### config.mk
export PLATFORM = sky130hd
export DESIGN_NAME = mult_div_sequencer
export DESIGN_NICKNAME = d
export VERILOG_FILES = /design/src/rtl/mult_div_sequencer.sv
export SDC_FILE = /design/constraint.sdc
export NUM_CORES = 1
export LEC_CHECK = 0
export BUFFER_PORTS_ARGS = -buffer_cell sky130_fd_sc_hd__buf_2
export CORE_MARGIN = 5
export CORE_UTILIZATION = 49
export DETAILED_ROUTE_END_ITERATION = 8
export PLACE_DENSITY = 0.78
export SYNTH_ARGS = -nofsm -noshare
export SYNTH_HDL_FRONTEND = slang
export SYNTH_SLANG_ARGS = --single-unit
### constraint.sdc
create_clock -name i_clk -period 9.12 [get_ports i_clk]
set_input_delay 0 -clock i_clk [delete_from_list [all_inputs] [get_ports i_clk]]
set_output_delay 0 -clock i_clk [all_outputs]
set_load 0.005 [all_outputs]
### src/rtl/mult_div_sequencer.sv
// mult_div_sequencer
// Iterative HI/LO unit that sits beside the ALU in the EX stage. It executes
// MULT/MULTU/DIV/DIVU one bit per clock: shift-add for multiply, restoring
// division for divide. Signed operands are handled as sign + magnitude, and the
// sign is applied in a final FIX cycle. The unit also owns the HI/LO pair and
// services MTHI/MTLO (write) and MFHI/MFLO (read straight from o_hi/o_lo).
//
// Ports
//   i_clk    clock, rising edge
//   i_rst    asynchronous active-high reset
//   i_start  EX holds a HI/LO-class instruction this cycle
//   i_func   funct code (MULT/MULTU/DIV/DIVU/MFHI/MTHI/MFLO/MTLO)
//   i_rs     operand A (multiplicand/dividend), MTHI/MTLO data
//   i_rt     operand B (multiplier/divisor)
//   i_flush  kill the in-flight operation, HI/LO untouched
//   o_hi     HI register
//   o_lo     LO register
//   o_busy   engine is not idle
//   o_stall  a HI/LO request arrived while the engine is busy
//   o_done   one-cycle pulse after an operation has written HI/LO
//
// Timing: start accepted at edge 0, RUN edges 1..SIZE, FIX edge SIZE+1
// writes HI/LO, and o_done is high for the cycle after that.
module mult_div_sequencer #(
    parameter int SIZE          = 32,
    parameter int ALU_FUNC_SIZE = 6
) (
    input  logic                     i_clk,
    input  logic                     i_rst,
    input  logic                     i_start,
    input  logic [ALU_FUNC_SIZE-1:0] i_func,
    input  logic [SIZE-1:0]          i_rs,
    input  logic [SIZE-1:0]          i_rt,
    input  logic                     i_flush,
    output logic [SIZE-1:0]          o_hi,
    output logic [SIZE-1:0]          o_lo,
    output logic                     o_busy,
    output logic                     o_stall,
    output logic                     o_done
);

    localparam int CW = $clog2(SIZE);

    localparam logic [ALU_FUNC_SIZE-1:0] F_MULT  = ALU_FUNC_SIZE'(6'b011000);
    localparam logic [ALU_FUNC_SIZE-1:0] F_MULTU = ALU_FUNC_SIZE'(6'b011001);
    localparam logic [ALU_FUNC_SIZE-1:0] F_DIV   = ALU_FUNC_SIZE'(6'b011010);
    localparam logic [ALU_FUNC_SIZE-1:0] F_DIVU  = ALU_FUNC_SIZE'(6'b011011);
    localparam logic [ALU_FUNC_SIZE-1:0] F_MFHI  = ALU_FUNC_SIZE'(6'b010000);
    localparam logic [ALU_FUNC_SIZE-1:0] F_MTHI  = ALU_FUNC_SIZE'(6'b010001);
    localparam logic [ALU_FUNC_SIZE-1:0] F_MFLO  = ALU_FUNC_SIZE'(6'b010010);
    localparam logic [ALU_FUNC_SIZE-1:0] F_MTLO  = ALU_FUNC_SIZE'(6'b010011);

    typedef enum logic [1:0] {
        ST_IDLE = 2'b00,
        ST_RUN  = 2'b01,
        ST_FIX  = 2'b10
    } state_t;

    // Two's-complement negation at register width.
    function automatic logic [SIZE-1:0] neg_w(input logic [SIZE-1:0] v);
        return ~v + SIZE'(1'b1);
    endfunction

    // Two's-complement negation at product width.
    function automatic logic [2*SIZE-1:0] neg_2w(input logic [2*SIZE-1:0] v);
        return ~v + (2*SIZE)'(1'b1);
    endfunction

    state_t              state_r;
    state_t              state_nxt_s;
    logic [CW-1:0]       cnt_r;
    logic                busy_r;
    logic                done_r;
    logic [SIZE-1:0]     hi_r;
    logic [SIZE-1:0]     lo_r;

    // Working registers. acc_r holds {partial product, multiplier} for
    // multiply and {remainder, dividend/quotient} for divide.
    logic [2*SIZE-1:0]   acc_r;
    logic [SIZE-1:0]     opnd_r;
    logic                is_div_r;
    logic                neg_lo_r;
    logic                neg_hi_r;

    // Decode and control strobes.
    logic                is_arith_s;
    logic                is_div_s;
    logic                is_signed_s;
    logic                is_valid_s;
    logic                sign_a_s;
    logic                sign_b_s;
    logic [SIZE-1:0]     mag_a_s;
    logic [SIZE-1:0]     mag_b_s;
    logic                accept_s;
    logic                mthi_wr_s;
    logic                mtlo_wr_s;
    logic                step_s;
    logic                fix_s;

    // Datapath combinational results.
    logic [SIZE:0]       mul_sum_s;
    logic [SIZE:0]       rem_shift_s;
    logic [SIZE-1:0]     rem_new_s;
    logic                q_bit_s;
    logic [2*SIZE-1:0]   step_val_s;
    logic [2*SIZE-1:0]   prod_fix_s;
    logic [SIZE-1:0]     fix_hi_s;
    logic [SIZE-1:0]     fix_lo_s;

    // Function decode and operand magnitudes.
    always_comb begin
        is_arith_s  = 1'b0;
        is_valid_s  = 1'b0;
        case (i_func)
            F_MULT, F_MULTU, F_DIV, F_DIVU: begin
                is_arith_s = 1'b1;
                is_valid_s = 1'b1;
            end
            F_MFHI, F_MTHI, F_MFLO, F_MTLO: begin
                is_arith_s = 1'b0;
                is_valid_s = 1'b1;
            end
            default: begin
                is_arith_s = 1'b0;
                is_valid_s = 1'b0;
            end
        endcase
        // MULT/DIV have funct bit 0 clear, DIV/DIVU have bit 1 set.
        is_div_s    = i_func[1];
        is_signed_s = ~i_func[0];
        sign_a_s    = is_signed_s & i_rs[SIZE-1];
        sign_b_s    = is_signed_s & i_rt[SIZE-1];
        mag_a_s     = sign_a_s ? neg_w(i_rs) : i_rs;
        mag_b_s     = sign_b_s ? neg_w(i_rt) : i_rt;
    end

    // FSM state register.
    always_ff @(posedge i_clk or posedge i_rst) begin
        if (i_rst) begin
            state_r <= ST_IDLE;
        end else begin
            state_r <= state_nxt_s;
        end
    end

    // FSM next-state logic; flush always wins, including over FIX completion.
    always_comb begin
        state_nxt_s = state_r;
        case (state_r)
            ST_IDLE: begin
                if (accept_s) begin
                    state_nxt_s = ST_RUN;
                end else begin
                    state_nxt_s = ST_IDLE;
                end
            end
            ST_RUN: begin
                if (i_flush) begin
                    state_nxt_s = ST_IDLE;
                end else if (cnt_r == '0) begin
                    state_nxt_s = ST_FIX;
                end else begin
                    state_nxt_s = ST_RUN;
                end
            end
            ST_FIX: begin
                state_nxt_s = ST_IDLE;
            end
            default: begin
                state_nxt_s = ST_IDLE;
            end
        endcase
    end

    // FSM output strobes.
    always_comb begin
        accept_s  = 1'b0;
        mthi_wr_s = 1'b0;
        mtlo_wr_s = 1'b0;
        step_s    = 1'b0;
        fix_s     = 1'b0;
        case (state_r)
            ST_IDLE: begin
                if (i_start && !i_flush) begin
                    accept_s  = is_arith_s;
                    mthi_wr_s = (i_func == F_MTHI);
                    mtlo_wr_s = (i_func == F_MTLO);
                end else begin
                    accept_s  = 1'b0;
                end
            end
            ST_RUN: begin
                step_s = ~i_flush;
            end
            ST_FIX: begin
                fix_s = ~i_flush;
            end
            default: begin
                step_s = 1'b0;
            end
        endcase
    end

    // One radix-2 step for either algorithm, plus the final sign correction.
    always_comb begin
        // Multiply: add multiplicand to the upper half when the LSB is set,
        // then shift the whole accumulator right with the carry.
        if (acc_r[0]) begin
            mul_sum_s = {1'b0, acc_r[2*SIZE-1:SIZE]} + {1'b0, opnd_r};
        end else begin
            mul_sum_s = {1'b0, acc_r[2*SIZE-1:SIZE]};
        end
        // Divide: remainder shifts in the dividend MSB; subtract if it fits.
        rem_shift_s = acc_r[2*SIZE-1:SIZE-1];
        if (rem_shift_s >= {1'b0, opnd_r}) begin
            rem_new_s = rem_shift_s[SIZE-1:0] - opnd_r;
            q_bit_s   = 1'b1;
        end else begin
            rem_new_s = rem_shift_s[SIZE-1:0];
            q_bit_s   = 1'b0;
        end
        if (is_div_r) begin
            step_val_s = {rem_new_s, acc_r[SIZE-2:0], q_bit_s};
        end else begin
            step_val_s = {mul_sum_s, acc_r[SIZE-1:1]};
        end

        prod_fix_s = neg_lo_r ? neg_2w(acc_r) : acc_r;
        if (is_div_r) begin
            fix_lo_s = neg_lo_r ? neg_w(acc_r[SIZE-1:0]) : acc_r[SIZE-1:0];
            fix_hi_s = neg_hi_r ? neg_w(acc_r[2*SIZE-1:SIZE]) : acc_r[2*SIZE-1:SIZE];
        end else begin
            fix_lo_s = prod_fix_s[SIZE-1:0];
            fix_hi_s = prod_fix_s[2*SIZE-1:SIZE];
        end
    end

    // Working registers and iteration counter.
    always_ff @(posedge i_clk or posedge i_rst) begin
        if (i_rst) begin
            acc_r    <= '0;
            opnd_r   <= '0;
            is_div_r <= 1'b0;
            neg_lo_r <= 1'b0;
            neg_hi_r <= 1'b0;
            cnt_r    <= '0;
        end else if (accept_s) begin
            // Divide keeps the dividend in the low half; multiply the multiplier.
            acc_r    <= {{SIZE{1'b0}}, (is_div_s ? mag_a_s : mag_b_s)};
            opnd_r   <= is_div_s ? mag_b_s : mag_a_s;
            is_div_r <= is_div_s;
            neg_lo_r <= sign_a_s ^ sign_b_s;
            neg_hi_r <= sign_a_s;
            cnt_r    <= CW'(SIZE-1);
        end else if (step_s) begin
            acc_r    <= step_val_s;
            cnt_r    <= cnt_r - CW'(1'b1);
        end else begin
            acc_r    <= acc_r;
            cnt_r    <= cnt_r;
        end
    end

    // HI/LO architectural registers.
    always_ff @(posedge i_clk or posedge i_rst) begin
        if (i_rst) begin
            hi_r <= '0;
            lo_r <= '0;
        end else if (mthi_wr_s) begin
            hi_r <= i_rs;
        end else if (mtlo_wr_s) begin
            lo_r <= i_rs;
        end else if (fix_s) begin
            hi_r <= fix_hi_s;
            lo_r <= fix_lo_s;
        end else begin
            hi_r <= hi_r;
            lo_r <= lo_r;
        end
    end

    // Registered status: busy mirrors the next state, done follows a FIX write.
    always_ff @(posedge i_clk or posedge i_rst) begin
        if (i_rst) begin
            busy_r <= 1'b0;
            done_r <= 1'b0;
        end else begin
            busy_r <= (state_nxt_s != ST_IDLE);
            done_r <= fix_s;
        end
    end

    assign o_hi    = hi_r;
    assign o_lo    = lo_r;
    assign o_busy  = busy_r;
    assign o_done  = done_r;
    assign o_stall = i_start & busy_r & is_valid_s;

endmodule

==> impl_metrics.csv, run 1 <==
group,metric,value,unit
logic_synthesis,postSynthNetCount,2080,
timing,setup_tns,0,ps
cts,clkTransAtPathRegs,70,ps
timing,final_max_slew_viol_count,0,
timing,final_min_period_over_clock_period,45.1,%
worst_setup_path,critical_path_class,"flop to flop",
finish,fillCellCount,2776,
global_route,first_global_vias,14500,
timing,worst-slew-pin-transition,1460,ps
finish,fin_util,55.5,%
logic_synthesis,synth-seq-area-share,28.6,%
logic_synthesis,synth-seq-cells,172,
route,drt-wirelength-per-cell,23.5,um
timing,skew,16.2,ps
die,floorplan.initialDensity,49.4,%
run,maxCapViolCount,0,
cts,insertion_delay,460,ps
power_and_ir_drop,power.share.clock,20.7,%
logic_synthesis,synth.cell_area,0.0150,mm^2
worst_setup_path,cp_data_required_time,9460,ps
route,routed_wl,56800,um
power_and_ir_drop,p_leak,7.38,nW
cts,max-clock-path-buffers,2,
global_route,grt_antenna_before_repair,1,
route,route.antenna.remaining_nets,0,
logic_synthesis,synth_most_common_cell,"sky130_fd_sc_hd__o21ai_0",
route,num_vias,16000,
logic_synthesis,netlist_instances,1935,
timing,timing_hold_violations_final,0,
hold_path,hold_start,"i_rt[8]",
finish,final_layout_size_suffix_gt1_share,11.3,%
timing,post-route-min-period,4110,ps
route,drt-pass1-iter-count,9,
power_and_ir_drop,power_switching,1.92,mW
logic_synthesis,synth-edff-count,0,
placement,gp_routability_congestion,1.00,
route,post_route_drc,0,
logic_synthesis,yosys_warnings,0,
die,design.portCount,141,
finish,diodes,0,
global_route,gr-total-overflow,0,
timing,final.setup.worst_slack,5010,ps
power_and_ir_drop,part_of_the_total_power_dissipated_in_sequential_elements,29.0,%
logic_synthesis,synth_common_cells,"sky130_fd_sc_hd__o21ai_0 (230), sky130_fd_sc_hd__nand2_1 (220), sky130_fd_sc_hd__a21oi_1 (182), sky130_fd_sc_hd__dfrtp_1 (172), sky130_fd_sc_hd__nor2_1 (148)",
die,chip_width,185,um
finish,fin_cells,2419,
logic_synthesis,async_flop_share,100,%
die,floorplan.die.height,185,um
logic_synthesis,synth_area_leaders,"sky130_fd_sc_hd__dfrtp_1 (29%), sky130_fd_sc_hd__o21ai_0 (7.7%), sky130_fd_sc_hd__a21oi_1 (6.1%)",
logic_synthesis,synth.largest_area_cell,"sky130_fd_sc_hd__dfrtp_1",
placement,dpl_worst_slack,5180,ps
die,rows,64,
cts,tritoncts,"yes",
timing,fmaxAchievable,243,MHz
worst_setup_path,critPathLaunch,"acc_r[35]$_DFFE_PP0P_",
status,outcome,"completed",
power_and_ir_drop,cell_internal_pwr,2.21,mW
global_route,grt_start_max_net_pins,101,
power_and_ir_drop,power.density,245,mW/mm^2
power_and_ir_drop,sw_frac_of_total,46.6,%
cts,cts-resized-gates,0,
timing,setup_violations,0,
power_and_ir_drop,ir_drop,0.166,mV
logic_synthesis,avgSynthCellArea,7.77,um^2
worst_setup_path,endpoint_kind,"flop",
logic_synthesis,synth_top_area_share,28.6,%
finish,syn2layout_area_growth,12.4,%
placement,place.detailed.instances,2350,
logic_synthesis,synthDistinctLibCells,81,
timing,rsz_0062_raised_after_global_routing,"no",
die,dieArea,0.0343,mm^2
global_route,grt_first_pass_wirelength,86200,um
worst_setup_path,critical_path_arrival,4450,ps
logic_synthesis,synth_top_flop_cell,"sky130_fd_sc_hd__dfrtp_1",
die,fp.coreArea,0.0304,mm^2
placement,port_buffers,140,
cts,clk_root_buffer_cell,"sky130_fd_sc_hd__clkbuf_16",
power_and_ir_drop,comb_power_share,50.3,%
cts,cts_made_buffers,17,
timing,timing.slew.headroom,2.43,%
route,drt-vias-per-instance,6.62,
cts,clock_tree.htree_level_count,4,
route,drt_iter0_markers,2090,
worst_setup_path,critical_path.startpoint_type,"flop",
finish,num-nets-final,2155,
global_route,grt_usage,32.3,%
cts,clock_sinks,172,
worst_setup_path,worst_r2r_start,"acc_r[35]$_DFFE_PP0P_",
worst_setup_path,crit_path_max_fanout,20,
placement,hpwl_after_detailed_placement,41500,um
hold_path,hold_class,"input pin to flop",
==> worst paths after layout <==
check	cells after the start	end	slack, ps
max in group asynchronous	4	is_div_r$_DFFE_PP0P_	7590
setup / recovery	10	acc_r[54]$_DFFE_PP0P_	5010
hold / removal	4	acc_r[8]$_DFFE_PP0P_	30
hold reg to reg	1	state_r[1]$_DFF_PP0_	480
min in group asynchronous	3	o_hi[24]$_DFFE_PP0P_	260
setup reg to reg	10	acc_r[54]$_DFFE_PP0P_	5010
==> worst max-delay path, cell delays in order, from the launching register on <==
cell	delay, ps
sky130_fd_sc_hd__dfrtp_1	500
sky130_fd_sc_hd__ha_1	410
sky130_fd_sc_hd__a21o_1	180
sky130_fd_sc_hd__a31oi_1	180
sky130_fd_sc_hd__a21boi_0	160
sky130_fd_sc_hd__o21ai_0	550
sky130_fd_sc_hd__a21oi_1	250
sky130_fd_sc_hd__o21a_1	310
sky130_fd_sc_hd__nor2_2	860
sky130_fd_sc_hd__o311ai_0	300
sky130_fd_sc_hd__a32o_1	300
==> layout make-up <==
cell class	instances	area, um^2	area share, %
clock buffers	19	433	2.56
clock inverters	13	228	1.35
well taps	396	495	2.93
inverters	69	264	1.56
multi-input cells	1557	9990	59.1
repair buffers	193	1190	7.05
flip-flops and latches	172	4310	25.5
==> timing repair <==
item / 4_1_cts / 5_1_grt
setup buffers: 0 / 0
hold buffers: 37 / 0
endpoints found under the hold margin: 137 / 0
==> power by group through the flow <==
stage | clock network, mW | logic, mW | registers, mW
after floorplan | 0 | 1.52 | 1.06
after global placement | 0 | 1.98 | 1.18
after detailed placement | 0 | 1.99 | 1.19
after CTS | 0.856 | 2.02 | 1.18
after global routing | 0.886 | 2.25 | 1.21
final | 0.857 | 2.08 | 1.20
==> sequential cells by signal, summed over array words and instances, names as in the netlist <==
signal	count
o_busy	1
state_r	2
acc_r	64
neg_lo_r	1
cnt_r	5
opnd_r	32
neg_hi_r	1
is_div_r	1
o_done	1
o_hi	32
o_lo	32
==> placed cells by master, fill, tap and decap left out, types with 52 or more instances in the layout <==
cell / instances
sky130_fd_sc_hd__a21oi_1: 181
sky130_fd_sc_hd__buf_2: 140
sky130_fd_sc_hd__dfrtp_1: 171
sky130_fd_sc_hd__ha_1: 69
sky130_fd_sc_hd__inv_1: 68
sky130_fd_sc_hd__mux2i_1: 52
sky130_fd_sc_hd__nand2_1: 218
sky130_fd_sc_hd__nor2_1: 146
sky130_fd_sc_hd__o21ai_0: 229
sky130_fd_sc_hd__xnor2_1: 85
sky130_fd_sc_hd__xor2_1: 79
==> per-stage QoR <==
stage	hold slack [ps]	total power, mW	area, um^2
floorplan	95.8	2.58	15000
finish	29.2	4.13	16900
global placement	205	3.16	15900
CTS	11.3	4.05	16900
global route	29.7	4.35	16900
detailed placement	208	3.18	15900
==> routing by layer <==
metal	part of all wire (%)	GRT usage [%]
met4	4.1	11.6
met3	12	7.52
met2	43	48.9
met1	41	45.2
met5	0.019	0
==> kinds of logic after synthesis <==
kind of cell / Yosys count / share of synthesized area [%]
AOI/OAI and AO/OA: 693 / 28.7
and+or+nand+nor: 564 / 17.5
buffers and inverters: 206 / 5.22
DFF: 172 / 28.6
xor gates and xnor gates: 164 / 9.55
adders and majority gates: 71 / 6.01
muxes: 65 / 4.43
Power figures use the tool's default switching activity.
==> run 2, diff against run 1 <==
- PLACE_DENSITY: 0.78 -> 0.8
- clock period: 9.12 -> 3.7 ns (I/O delays scaled with it)
==> run 2 against run 1 <==
Net effect:
- clock skew fell by 2.2 ps
- routed wire length fell by 4.2%
- worst setup slack got worse by 4800 ps
- via count rose by 2.0%
- total power rose by 140%
- count of clock-buffer cells in the layout did not move
==> impl_metrics.csv, run 2 (synthesis gave the netlist of run 1 again) <==
group,metric,value,unit
global_route,gr-total-overflow,0,
die,rows,64,
timing,timing.slew.headroom,30.2,%
finish,fin_util,56.6,%
global_route,grt_first_pass_wirelength,83500,um
cts,max-clock-path-buffers,2,
timing,final_max_slew_viol_count,0,
power_and_ir_drop,p_leak,7.59,nW
global_route,grtUsageMet3,7.78,%
worst_setup_path,crit_top_cell,"sky130_fd_sc_hd__inv_1",
run,maxCapViolCount,0,
die,floorplan.initialDensity,49.4,%
cts,clk_root_buffer_cell,"sky130_fd_sc_hd__clkbuf_16",
finish,syn2layout_area_growth,14.4,%
worst_setup_path,crit_path_max_fanout,5,
cts,insertion_delay,450,ps
finish,number_of_flip_flops_under_the_largest_register_name,64,
worst_setup_path,cp_top_family,"compound AO/OA/AOI/OAI gates",
finish,mostFrequentLayoutCell,"sky130_fd_sc_hd__o21ai_0",
route,drt_iter0_markers,2369,
route,num_vias,16300,
timing,worst-slew-pin-transition,1050,ps
hold_path,hold_class,"input pin to flop",
timing,fmaxAchievable,289,MHz
global_route,busiest_layer,"met2",
global_route,first_global_vias,15100,
die,floorplan.die.height,185,um
finish,num-nets-final,2204,
timing,skew,14.0,ps
global_route,use_met2,47.5,%
cts,clock_tree.htree_level_count,4,
cts,clkTransAtPathRegs,80,ps
cts,tritoncts,"yes",
die,design.portCount,141,
finish,fillCellCount,2644,
placement,hpwl_after_detailed_placement,40200,um
worst_setup_path,critical_path_arrival,3840,ps
die,fp.coreArea,0.0304,mm^2
route,drt-wirelength-per-cell,22.0,um
timing,final_min_period_over_clock_period,93.6,%
timing,timing_hold_violations_final,0,
cts,post-cts-setup-buffers,0,
route,route.antenna.remaining_nets,0,
finish,diodes,0,
timing,rsz_0062_raised_after_global_routing,"no",
worst_setup_path,critical_path.startpoint_type,"flop",
placement,port_buffers,140,
power_and_ir_drop,ir_drop,0.373,mV
global_route,grt_start_max_net_pins,100,
finish,largest_register,"acc_r",
worst_setup_path,timing.critical_path.cells,"inv_1, ha_1, inv_1, fa_1, a211oi_1, o21bai_1, o21ai_1, a21o_1, a21boi_0, or2_2, and3_1, a2111o_1, a21oi_1",
route,routed_wl,54400,um
worst_setup_path,cp_data_required_time,4070,ps
timing,setup_violations,0,
cts,clock_sinks,172,
global_route,globalRouteMet1Util,39.5,%
finish,final_layout_size_suffix_gt1_share,13.4,%
status,outcome,"completed",
cts,cts_made_buffers,17,
worst_setup_path,critical_path_buf_inv_count,2,
die,chip_width,185,um
worst_setup_path,critical_path.max_stage_delay,420,ps
die,dieArea,0.0343,mm^2
timing,setup_tns,0,ps
worst_setup_path,critical_path.slowest_cell,"sky130_fd_sc_hd__fa_1",
finish,final_cell_mix,"sky130_fd_sc_hd__o21ai_0 (228), sky130_fd_sc_hd__nand2_1 (218), sky130_fd_sc_hd__a21oi_1 (181)",
power_and_ir_drop,power.density,584,mW/mm^2
route,post_route_drc,0,
placement,gp_routability_congestion,1.04,
global_route,grt_antenna_before_repair,1,
worst_setup_path,endpoint_kind,"flop",
route,drt-vias-per-instance,6.61,
worst_setup_path,critical_path_class,"flop to flop",
global_route,grt_usage,30.8,%
route,drt-pass1-iter-count,8,
timing,post-route-min-period,3460,ps
==> run 2: changes by cell type in the layout (fill, tap and decap cells not counted), moves of 3 or more <==
cell,change
sky130_fd_sc_hd__buf_12,+4
sky130_fd_sc_hd__buf_4,+45
sky130_fd_sc_hd__bufinv_16,-5
sky130_fd_sc_hd__clkinvlp_4,+3
==> run 2: cell type report <==
cell class              instances  area [um^2]  area share (%)
multi-input cells            1557         9980            58.0
flip-flops and latches        172         4310            25.0
repair buffers                242         1610            9.35
well taps                     396          495            2.88
clock buffers                  19          443            2.57
inverters                      69          263            1.53
clock inverters                13          121           0.705
==> run 2: routing by layer <==
| metal | up-vias | wire, um |
|---|---|---|
| met5 | - | 13 |
| met4 | 2 | 3570 |
| met3 | 235 | 7050 |
| met2 | 1166 | 23300 |
| met1 | 7612 | 20500 |
| li1 | 7309 | - |
==> run 2: what timing repair did <==
action,4_1_cts,5_1_grt
resized for setup,0,1
hold buffers,37,0
endpoints found under the setup margin,0,1
endpoints found under the hold margin,99,0
==> run 2: final timing paths <==
kind / from / to / slack (ps) / cells after the start
min: i_rt[9] / acc_r[9]$_DFFE_PP0P_ / 20 / 4
min in group asynchronous: i_rst / o_hi[20]$_DFFE_PP0P_ / 280 / 3
max in group asynchronous: i_rst / acc_r[21]$_DFFE_PP0P_ / 2550 / 4
min reg2reg: cnt_r[4]$_DFFE_PP0P_ / state_r[1]$_DFF_PP0_ / 490 / 1
max reg2reg: acc_r[31]$_DFFE_PP0P_ / acc_r[60]$_DFFE_PP0P_ / 240 / 13
max: acc_r[31]$_DFFE_PP0P_ / acc_r[60]$_DFFE_PP0P_ / 240 / 13
==> run 2: through the flow <==
step | cells | worst slack [ps] | hold slack [ps] | area, um^2 | total power, mW
final | 2468 | 238 | 21.6 | 17200 | 10.0
after global routing | 2468 | 63.3 | 49.4 | 17200 | 10.6
after CTS | 2468 | 200 | 16.5 | 17200 | 9.83
after detailed placement | 2399 | 229 | 213 | 16300 | 8.00
after global placement | 2399 | 343 | 208 | 16300 | 7.85
after floorplan | 1935 | 545 | 95.8 | 15000 | 6.35
==> run 2: worst min-delay path, cell delays in order <==
cell and delay, ps:
sky130_fd_sc_hd__buf_2 100, sky130_fd_sc_hd__xnor2_1 100, sky130_fd_sc_hd__o21ai_0 150, sky130_fd_sc_hd__o21ai_0 70
==> run 2: where the power goes <==
group | internal [mW] | total (mW) | switching [mW] | leakage [nW]
clock | 0.910 | 1.79 | 0.881 | 0.273
combinational | 2.19 | 5.46 | 3.27 | 5.05
sequential | 2.24 | 2.80 | 0.558 | 2.26
total | 5.34 | 10.0 | 4.71 | 7.59
